File: config.mk
export PLATFORM = sky130hd
export DESIGN_NAME = pattern_detector
export DESIGN_NICKNAME = d
export VERILOG_FILES = /design/src/rtl/pattern_detector.sv
export SDC_FILE = /design/constraint.sdc
export NUM_CORES = 1
export LEC_CHECK = 0
export ABC_AREA = 1
export BUFFER_PORTS_ARGS = -buffer_cell sky130_fd_sc_hd__buf_2
export CAP_MARGIN = 20
export CORE_UTILIZATION = 40
export CTS_CLUSTER_SIZE = 10
export DETAILED_ROUTE_END_ITERATION = 7
export PLACE_DENSITY = 0.56
export RECOVER_POWER = 50
export SYNTH_ARGS = -nofsm -noshare
export SYNTH_HDL_FRONTEND = slang
export SYNTH_SLANG_ARGS = --single-unit
File: constraint.sdc
create_clock -name clk -period 4 [get_ports clk]
set_input_delay 0.8 -clock clk [delete_from_list [all_inputs] [get_ports clk]]
set_output_delay 0.8 -clock clk [all_outputs]
set_load 0.02 [all_outputs]
File: src/rtl/pattern_detector.sv
// Parametrised serial bit-pattern detector with a reloadable pattern, overlap and Moore/Mealy selection.
// Define PATTERN_DETECTOR_MATCH_CNT_EN to add the saturating match_cnt output and its CNT_W parameter.
module pattern_detector #(
  parameter int N = 6,
  parameter logic [N-1:0] PATTERN = 6'b101101
`ifdef PATTERN_DETECTOR_MATCH_CNT_EN
  ,
  parameter int CNT_W = 8
`endif
) (
  input  logic                     clk,
  input  logic                     reset,
  input  logic                     X,
  input  logic                     valid,
  input  logic                     M,
  input  logic                     OV,
  input  logic                     pat_ld,
  input  logic [N-1:0]             pat_in,
  output logic [$clog2(N+1)-1:0]   Q,
  output logic                     Z
`ifdef PATTERN_DETECTOR_MATCH_CNT_EN
  ,
  output logic [CNT_W-1:0]         match_cnt
`endif
);

  localparam int QW = $clog2(N+1);

  logic [N-1:0]  r_pat;
  // The oldest history bit is shifted out before it is ever compared, so only N-1 bits are kept.
  logic [N-2:0]  r_hist;
  logic [QW-1:0] r_avail;
  logic [QW-1:0] r_q;
  logic          r_zm;

  logic [N-1:0]  w_h;
  logic [QW-1:0] w_avail_next;
  logic [QW-1:0] w_q_next;
  logic [N-1:1]  w_pref_eq;
  logic          w_full_eq;
  logic          w_hit;

  assign w_h          = {r_hist, X};
  assign w_avail_next = (r_avail == QW'(N)) ? QW'(N) : r_avail + 1'b1;
  assign w_full_eq    = (w_h == r_pat);
  assign w_hit        = valid & ~pat_ld & (w_avail_next == QW'(N)) & w_full_eq;

  // One comparator per candidate overlap length; stale history beyond avail is masked out.
  for (genvar gi = 1; gi < N; gi++) begin : g_pref
    assign w_pref_eq[gi] = (w_h[gi-1:0] == r_pat[N-1 -: gi]) && (QW'(gi) <= w_avail_next);
  end

  always_comb begin
    w_q_next = '0;
    for (int k = 1; k < N; k++) begin
      if (w_pref_eq[k]) w_q_next = QW'(k);
    end
  end

  always_ff @(posedge clk) begin
    if (reset) begin
      r_pat   <= PATTERN;
      r_hist  <= '0;
      r_avail <= '0;
      r_q     <= '0;
      r_zm    <= 1'b0;
    end else if (pat_ld) begin
      r_pat   <= pat_in;
      r_hist  <= '0;
      r_avail <= '0;
      r_q     <= '0;
      r_zm    <= 1'b0;
    end else if (valid) begin
      r_hist <= w_h[N-2:0];
      r_zm   <= w_hit;
      if (w_hit && !OV) begin
        r_avail <= '0;
        r_q     <= '0;
      end else begin
        r_avail <= w_avail_next;
        r_q     <= w_q_next;
      end
    end
  end

  assign Z = M ? w_hit : r_zm;
  assign Q = r_q;

`ifdef PATTERN_DETECTOR_MATCH_CNT_EN
  logic [CNT_W-1:0] r_match_cnt;

  // Only reset clears the count; loading a new pattern keeps the running total.
  always_ff @(posedge clk) begin
    if (reset) begin
      r_match_cnt <= '0;
    end else if (w_hit && (r_match_cnt != {CNT_W{1'b1}})) begin
      r_match_cnt <= r_match_cnt + 1'b1;
    end
  end

  assign match_cnt = r_match_cnt;
`endif

endmodule

==> impl_metrics.yaml, run 1 <==
yosys:
  syn_nets: 186
  yosys.area.top_type_share: 0.320
  synthTopCellsByArea: "dfxtp_1 32%, nand2_1 16%, a21oi_1 6.7%"
  synth.distinct_cells: 23
  yosys_warnings: 0
  synth_top_area_cell: "dfxtp_1"
  ys_seq_area_frac: 0.320
  avgSynthCellArea_um2: 6.59
  ys_seq_elements: 18
  syn_area_mm2: 0.00113
  syn_inst: 171
cts:
  clockBufferDepth: 2
  ctsResizeCount: 0
  clock_sinks: 18
  cts_hold_buf: 0
  path_clk_slew_ns: 0.10
  htreeDepth: 1
  post_cts_buffers: 0
  cts_root_buf: "clkbuf_4"
  cts_tree: "done"
  insertion_delay_ns: 0.30
  cts_made_buffers: 3
timing:
  period_needed_ns: 2.89
  rsz0062_at_grt: "false"
  setup_violations: 0
  setup_tns_ns: 0
  whs_ns: 0.475
  clock_skew_ns: 0.00647
  period_share: 0.723
  final_hold_viol_count: 0
  worstMarginPinSlew_ns: 0.369
  slew_headroom: 0.754
  finalMaxSlewViolations: 0
  max_freq_mhz: 346
global_routing:
  grt_overflow: 0
  grt_max_degree: 13
  antenna_found_initial: 0
  grt_pass1_vias: 975
  grt_pass1_wl_mm: 4.17
  track_usage: 0.194
route:
  drt_iter0_drc: 38
  wire_per_inst_um: 11.0
  first_pass_iters: 4
  ant_nets: 0
  vias: 1064
  wl_met3_um: 93
  met2WireLength_mm: 1.01
  viasPerCell: 4.93
  drc: 0
  met1_length_mm: 1.22
  wirelength_mm: 2.37
  top_layer: "met4"
floorplan:
  initial_utilization: 0.439
  core_mm2: 0.00257
  die_area_mm2: 0.00303
  fp.dieW_um: 55.1
  pin_count: 17
  rows: 18
  fp.dieH_um: 55.1
setup_path:
  crit_path_end: "Z"
  arrival_ns: 2.09
  cp-start-kind: "primary input"
  required_ns: 3.20
  startpoint: "pat_ld"
  r2r-start: "r_avail[0]$_SDFFE_PP0P_"
  r2r_slack_ns: 2.23
  r2r_end: "Q[1]$_SDFFE_PP0P_"
  cp-end-kind: "output pin"
  reg2reg_depth: 12
  crit_type: "in -> out"
  path_max_fanout: 10
pwr:
  power.density_mw_per_mm2: 297
  ir_drop_mv: 0.198
  leakage_nw: 0.599
placement:
  portBuffers: 16
  gp_congestion: 0.790
  hpwl_mm: 1.88
hold_path:
  hp-start: "Q[2]$_SDFFE_PP0P_"
  hp-class: "reg -> reg"
status:
  status: "finished, final reports clean"
finish:
  final_util: 0.486
  register_area_um2: 360
  layout-area-overhead-vs-synth_pct: 10.8
  n_fill_cell: 276
  multi_input_area_um2: 656
  layout.nets: 202
  n_antenna_cell: 0
  drive_above_1_share: 0.210
run:
  drv_cap: 0
==> worst max-delay path: stages <==
cell        delay (ns)
clkbuf_1          0.28
clkinvlp_2        0.29
nand2_2           0.12
nor2_2            0.05
nand2_2           0.08
nor2_4            0.06
mux2_2            0.25
buf_2             0.16
==> registers in the layout, indices dropped and copies added, names as in the netlist <==
register	cells
r_zm	1
Q	3
r_hist	5
r_avail	3
r_pat	6
==> cell families (layout without fill, tap and decap cells) <==
kind of cell	after synthesis	after routing	synth area share
DFF	18	18	0.320
adders and majority gates	2	2	0.0222
and+or+nand+nor	85	85	0.333
AOI/OAI and AO/OA	27	27	0.123
xor gates and xnor gates	12	12	0.0932
muxes	1	1	0.00999
buffers and inverters	26	41	0.0988
==> final cells by class <==
cell class                      count  area share
Clock buffer                        4      0.0291
Inverter                           21      0.0641
Multi-Input combinational cell    127       0.525
Sequential cell                    18       0.289
Tap cell                           30      0.0301
Timing Repair Buffer               16      0.0631
==> placed cells by master, fill, tap and decap left out, types with 2 or more instances in the layout <==
cell type / Yosys / routed
inv_1: 14 / 14
a21oi_1: 15 / 15
xnor2_1: 5 / 5
nor2_2: 2 / 2
nor2_1: 17 / 17
xor2_1: 7 / 7
o21ai_0: 10 / 10
dfxtp_1: 18 / 18
nand3_1: 5 / 5
ha_1: 2 / 2
nand4_1: 4 / 4
buf_2: 1 / 15
inv_2: 6 / 6
clkbuf_4: 0 / 3
nand3_2: 2 / 2
nand2_1: 48 / 48
nand2_2: 6 / 6
==> worst min-delay path by stage <==
stage / end / cells after the start
floorplan: r_hist[4]$_SDFFE_PP0P_ / 2
global placement: Q[2]$_SDFFE_PP0P_ / 2
detailed placement: Q[2]$_SDFFE_PP0P_ / 2
CTS: Q[2]$_SDFFE_PP0P_ / 2
global route: r_hist[4]$_SDFFE_PP0P_ / 2
finish: Q[2]$_SDFFE_PP0P_ / 2
==> metal layers <==
metal  global-route usage  up-vias
li1                     -      566
met1                0.277      466
met2                0.283       27
met3               0.0328        5
met4               0.0875        0
met5                    0        -
==> cells in the mapped netlist <==
cell type / count
a21oi_1: 15
a21oi_2: 1
buf_2: 1
buf_4: 3
clkbuf_1: 1
clkinv_2: 1
dfxtp_1: 18
ha_1: 2
inv_1: 14
inv_2: 6
mux2_2: 1
nand2_1: 48
nand2_2: 6
nand3_1: 5
nand3_2: 2
nand4_1: 4
nor2_1: 17
nor2_2: 2
nor2_4: 1
o21ai_0: 10
o21ai_1: 1
xnor2_1: 5
xor2_1: 7
==> metrics by stage <==
step	cell area (um2)	setup WS [ns]	std cells	total power, W
final	1250	1.11	216	0.000371
after detailed placement	1210	1.22	212	0.000261
after floorplan	1130	1.58	171	0.000246
after CTS	1250	1.19	216	0.000374
after global placement	1210	1.28	212	0.000260
after global routing	1250	0.933	216	0.000394
==> where the power goes <==
group | total [W] | leakage, nW | internal [W] | switching (W)
Combinational | 0.0000594 | 0.431 | 0.0000248 | 0.0000346
Sequential | 0.000197 | 0.147 | 0.000186 | 0.0000109
Clock | 0.000114 | 0.0210 | 0.0000556 | 0.0000588
No activity file was read; power rests on OpenSTA's default activity.
==> inputs of run 2 (changes only) <==
--- a/config.mk
+++ b/config.mk
@@ -11,7 +11,7 @@
 export CORE_UTILIZATION = 40
 export CTS_CLUSTER_SIZE = 10
 export DETAILED_ROUTE_END_ITERATION = 7
-export PLACE_DENSITY = 0.56
+export PLACE_DENSITY = 0.59
 export RECOVER_POWER = 50
 export SYNTH_ARGS = -nofsm -noshare
 export SYNTH_HDL_FRONTEND = slang
==> constraint.sdc (replaced) <==
create_clock -name clk -period 2.35 [get_ports clk]
set_input_delay 0.47 -clock clk [delete_from_list [all_inputs] [get_ports clk]]
set_output_delay 0.47 -clock clk [all_outputs]
set_load 0.02 [all_outputs]
==> impl_metrics.yaml, run 2 (synthesis gave the netlist of run 1 again) <==
status:
  status: "finished, final reports clean"
cts:
  clockBufferDepth: 2
  path_clk_slew_ns: 0.11
  insertion_delay_ns: 0.29
  htreeDepth: 1
  cts_tree: "done"
  cts_hold_buf: 0
  cts_made_buffers: 3
  clock_sinks: 18
  cts_root_buf: "clkbuf_4"
setup_path:
  path_max_fanout: 4
  cp-end-kind: "output pin"
  required_ns: 1.88
  crit_top_cell: "nor2_4"
  crit_type: "reg -> out"
  worstPathCellList: "inv_2 -> ha_4 -> nor2_4 -> nand2_1 -> nor2_2 -> nand3_2 -> nor2_4 -> mux2_2 -> buf_4"
  cp-start-kind: "register"
  slowest_delay_ns: 0.36
  arrival_ns: 1.77
  crit_slowest_cell: "dfxtp_2"
floorplan:
  die_area_mm2: 0.00303
  rows: 18
  initial_utilization: 0.439
  fp.dieH_um: 55.1
  fp.dieW_um: 55.1
  core_mm2: 0.00257
  pin_count: 17
finish:
  layout.nets: 204
  largest_register: "r_pat"
  finalNonFillerCells: 218
  drive_above_1_share: 0.239
  n_antenna_cell: 0
  final_cell_area_mm2: 0.00129
  final_cell_mix: "48 x nand2_1, 16 x dfxtp_1, 16 x nor2_1"
  layout-area-overhead-vs-synth_pct: 14.3
  largest_register_ffs: 6
  top_regs: "r_pat (6), r_hist (5)"
  layout_commonest_cell: "nand2_1"
placement:
  placed_cell_area_mm2: 0.00122
  hpwl_mm: 1.89
  dpl.cell_count: 213
  portBuffers: 16
  gp_congestion: 0.782
  pre_cts_slack_ns: 0.255
timing:
  period_share: 0.954
  period_needed_ns: 2.24
  setup_ws_ns: 0.107
  setup_violations: 0
  final_hold_viol_count: 0
  worstMarginPinSlew_ns: 0.399
  slew_headroom: 0.734
  clock_skew_ns: 0.00303
  whs_ns: 0.378
  max_freq_mhz: 446
  finalMaxSlewViolations: 0
pwr:
  finalPower_w: 0.000635
  leakage_nw: 0.616
  power_frac_comb: 0.173
  seqPwrFrac: 0.524
  ir_drop_mv: 0.386
  power.density_mw_per_mm2: 493
  clock_power_share: 0.303
  p_int_w: 0.000457
  power.switching_w: 0.000178
  swShare: 0.280
route:
  viasPerCell: 4.89
  drt_iter0_drc: 31
  wirelength_mm: 2.46
  first_pass_iters: 4
  wire_per_inst_um: 11.3
  ant_nets: 0
  drc: 0
  vias: 1066
run:
  drv_cap: 0
global_routing:
  track_usage: 0.188
  grt_max_degree: 13
  grt_pass1_vias: 945
  grt_overflow: 0
  grt_pass1_wl_mm: 4.02
  antenna_found_initial: 0
hold_path:
  hp-class: "in -> reg"
## run 2: final timing paths
check	from	end	slack, ns	cells after the start
worst max-delay path	r_avail[0]$_SDFFE_PP0P_	Z	0.11	9
worst min-delay path	pat_in[2]	r_pat[2]$_SDFFE_PP1P_	0.38	3
worst max register to register	r_avail[0]$_SDFFE_PP0P_	Q[0]$_SDFFE_PP0P_	0.74	11
worst min register to register	Q[2]$_SDFFE_PP0P_	Q[2]$_SDFFE_PP0P_	0.47	2
## run 2: layer usage
layer	vias to the layer above	track usage	share of wire
met5	-	0	0
met4	0	0.0750	0.0053
met3	2	0.0328	0.047
met2	23	0.283	0.44
met1	474	0.264	0.50
li1	567	-	-
## run 2: critical path: cells and delay by family (launching register included)
kind / cells / cell delay [ns]
simple gates: 5 / 0.51
flops: 1 / 0.36
fa+ha+maj: 1 / 0.26
buf+inv: 2 / 0.19
mux: 1 / 0.16
## run 2: layout make-up
type,count,area (um2)
inverters,21,80.1
multi-input cells,127,676
flip-flops and latches,18,363
clock buffers,4,36.3
well taps,30,37.5
repair buffers,18,96.3
fillers,281,1280
## run 2: repair_timing
item | in CTS | in global routing
resized for setup | 1 | 6
pin swaps | 0 | 1
endpoints found under the hold margin | 0 | 0
endpoints found under the setup margin | 1 | 1
setup buffers | 0 | 1
## run 2: metrics by stage
| step | setup TNS, ns | utilization |
|---|---|---|
| after floorplan | 0 | - |
| after global placement | 0 | 0.476 |
| after detailed placement | 0 | 0.476 |
| after CTS | 0 | 0.495 |
| after global routing | -0.00817 | 0.502 |
| final | 0 | 0.502 |
## run 2: power by group through the flow
stage	registers (W)	clock network, W	logic [W]
finish	0.000333	0.000193	0.000110
global route	0.000335	0.000225	0.000126
detailed placement	0.000339	0	0.000107
global placement	0.000339	0	0.000105
CTS	0.000332	0.000197	0.000109
floorplan	0.000335	0	0.0000834
==> inputs of run 3 (changes only) <==
==> constraint.sdc (replaced) <==
create_clock -name clk -period 1.8 [get_ports clk]
set_input_delay 0.36 -clock clk [delete_from_list [all_inputs] [get_ports clk]]
set_output_delay 0.36 -clock clk [all_outputs]
set_load 0.02 [all_outputs]
==> impl_metrics.yaml, run 3 (synthesis gave the netlist of run 1 again) <==
status:
  status: "finished, violations left"
  violations: "negative setup slack"
route:
  ant_nets: 0
  drt_iter0_drc: 27
  viasPerCell: 4.91
  vias: 1144
  wirelength_mm: 2.73
  wire_per_inst_um: 11.7
  drc: 0
  first_pass_iters: 4
setup_path:
  crit_path_end: "Z"
  slowest_delay_ns: 0.37
  cp-start-kind: "register"
  path_max_fanout: 3
  r2r_slack_ns: 0.08
  crit_slowest_cell: "dfxtp_2"
  required_ns: 1.44
  cp-end-kind: "output pin"
  r2r_end: "Q[1]$_SDFFE_PP0P_"
  worstPathCellList: "buf_6 -> ha_4 -> inv_1 -> nand2_2 -> nand3_2 -> nand3_2 -> nor2_4 -> mux2_4 -> buf_6"
  arrival_ns: 1.67
  reg2reg_depth: 14
  crit_type: "reg -> out"
  r2r-start: "r_avail[0]$_SDFFE_PP0P_"
  startpoint: "r_avail[0]$_SDFFE_PP0P_"
cts:
  cts_root_buf: "clkbuf_4"
  insertion_delay_ns: 0.30
  path_clk_slew_ns: 0.11
  cts_tree: "done"
  clock_sinks: 18
  clockBufferDepth: 2
  cts_made_buffers: 3
  cts_hold_buf: 0
  htreeDepth: 1
timing:
  period_needed_ns: 2.03
  clock_skew_ns: 0.00146
  final_hold_viol_count: 0
  rsz0062_at_grt: "true"
  setup_violations: 1
  whs_ns: 0.259
  setup_ws_ns: -0.225
  max_freq_mhz: 494
  period_share: 1.13
  slew_headroom: 0.791
  finalMaxSlewViolations: 0
  worstMarginPinSlew_ns: 0.313
global_routing:
  grt_pass1_vias: 1025
  grt_max_degree: 12
  grt_overflow: 0
  track_usage: 0.202
  grt_pass1_wl_mm: 4.29
  antenna_found_initial: 0
finish:
  final_cell_area_mm2: 0.00145
  largest_register: "r_pat"
  final_cell_mix: "43 x nand2_1, 16 x dfxtp_1"
  top_regs: "r_pat (6), r_hist (5)"
  drive_above_1_share: 0.330
  finalNonFillerCells: 233
  layout-area-overhead-vs-synth_pct: 29.0
  n_antenna_cell: 0
  largest_register_ffs: 6
  layout_commonest_cell: "nand2_1"
  n_fill_cell: 261
  layout.nets: 219
pwr:
  power.density_mw_per_mm2: 591
  ir_drop_mv: 0.392
  leakage_nw: 0.709
hold_path:
  hold_depth: 3
  hp-class: "in -> reg"
floorplan:
  die_area_mm2: 0.00303
  fp.dieH_um: 55.1
  rows: 18
  core_mm2: 0.00257
  initial_utilization: 0.439
  fp.dieW_um: 55.1
  pin_count: 17
placement:
  gp_congestion: 0.773
  hpwl_mm: 2.13
  dpl.cell_count: 225
  portBuffers: 16
  placed_cell_area_mm2: 0.00132
run:
  drv_cap: 0
==> run 3: stage by stage <==
step / total power (W) / setup slack, ns / TNS [ns] / utilization
6_report: 0.000860 / -0.225 / -0.225 / 0.566
5_1_grt: 0.000904 / -0.275 / -0.321 / 0.566
4_1_cts: 0.000862 / -0.241 / -0.241 / 0.550
3_5_place_dp: 0.000602 / -0.0405 / -0.0405 / 0.512
3_3_place_gp: 0.000597 / 0.00935 / 0 / 0.512
2_1_floorplan: 0.000546 / 0.0145 / 0 / -
==> run 3: area by class of cell <==
class	instances	area (um2)	share of cell area
multi-input cells	127	722	0.497
well taps	30	37.5	0.0258
inverters	21	80.1	0.0551
clock buffers	4	36.3	0.0250
flip-flops and latches	18	365	0.251
repair buffers	33	213	0.146
==> run 3: timing repair <==
item | 4_1_cts | 5_1_grt
hold endpoints to repair | 0 | 0
gates resized for setup | 12 | 10
pin swaps | 5 | 9
setup buffers | 2 | 2
endpoints found under the setup margin | 1 | 3
==> run 3: per-layer routing <==
layer  global-route usage  up-vias  part of all wire
li1                     -      598                 -
met1                0.272      512              0.49
met2                0.319       28              0.43
met3               0.0328        6             0.052
met4               0.0792        0             0.022
met5                    0        -                 0
==> run 3: critical path, delay by kind of cell (launching register included) <==
family        cells  cell delay, ns
flops             1            0.37
mux               1            0.25
fa+ha+maj         1            0.13
buf+inv           3            0.28
simple gates      4            0.33
==> run 3: how the worst min path moves through the flow <==
stage                           start                endpoint
3_5_place_dp        Q[2]$_SDFFE_PP0P_       Q[2]$_SDFFE_PP0P_
3_3_place_gp        Q[2]$_SDFFE_PP0P_       Q[2]$_SDFFE_PP0P_
2_1_floorplan  r_hist[4]$_SDFFE_PP0P_  r_hist[4]$_SDFFE_PP0P_
5_1_grt                     pat_in[0]   r_pat[0]$_SDFFE_PP1P_
4_1_cts                     pat_in[2]   r_pat[2]$_SDFFE_PP1P_
6_report                    pat_in[2]   r_pat[2]$_SDFFE_PP1P_
==> run 3: report_power, final <==
group | internal, W | leakage, nW | total (W) | switching (W)
Sequential | 0.000413 | 0.149 | 0.000430 | 0.0000170
Clock | 0.000124 | 0.0210 | 0.000258 | 0.000135
Combinational | 0.0000751 | 0.539 | 0.000172 | 0.0000965
Total | 0.000612 | 0.709 | 0.000860 | 0.000248
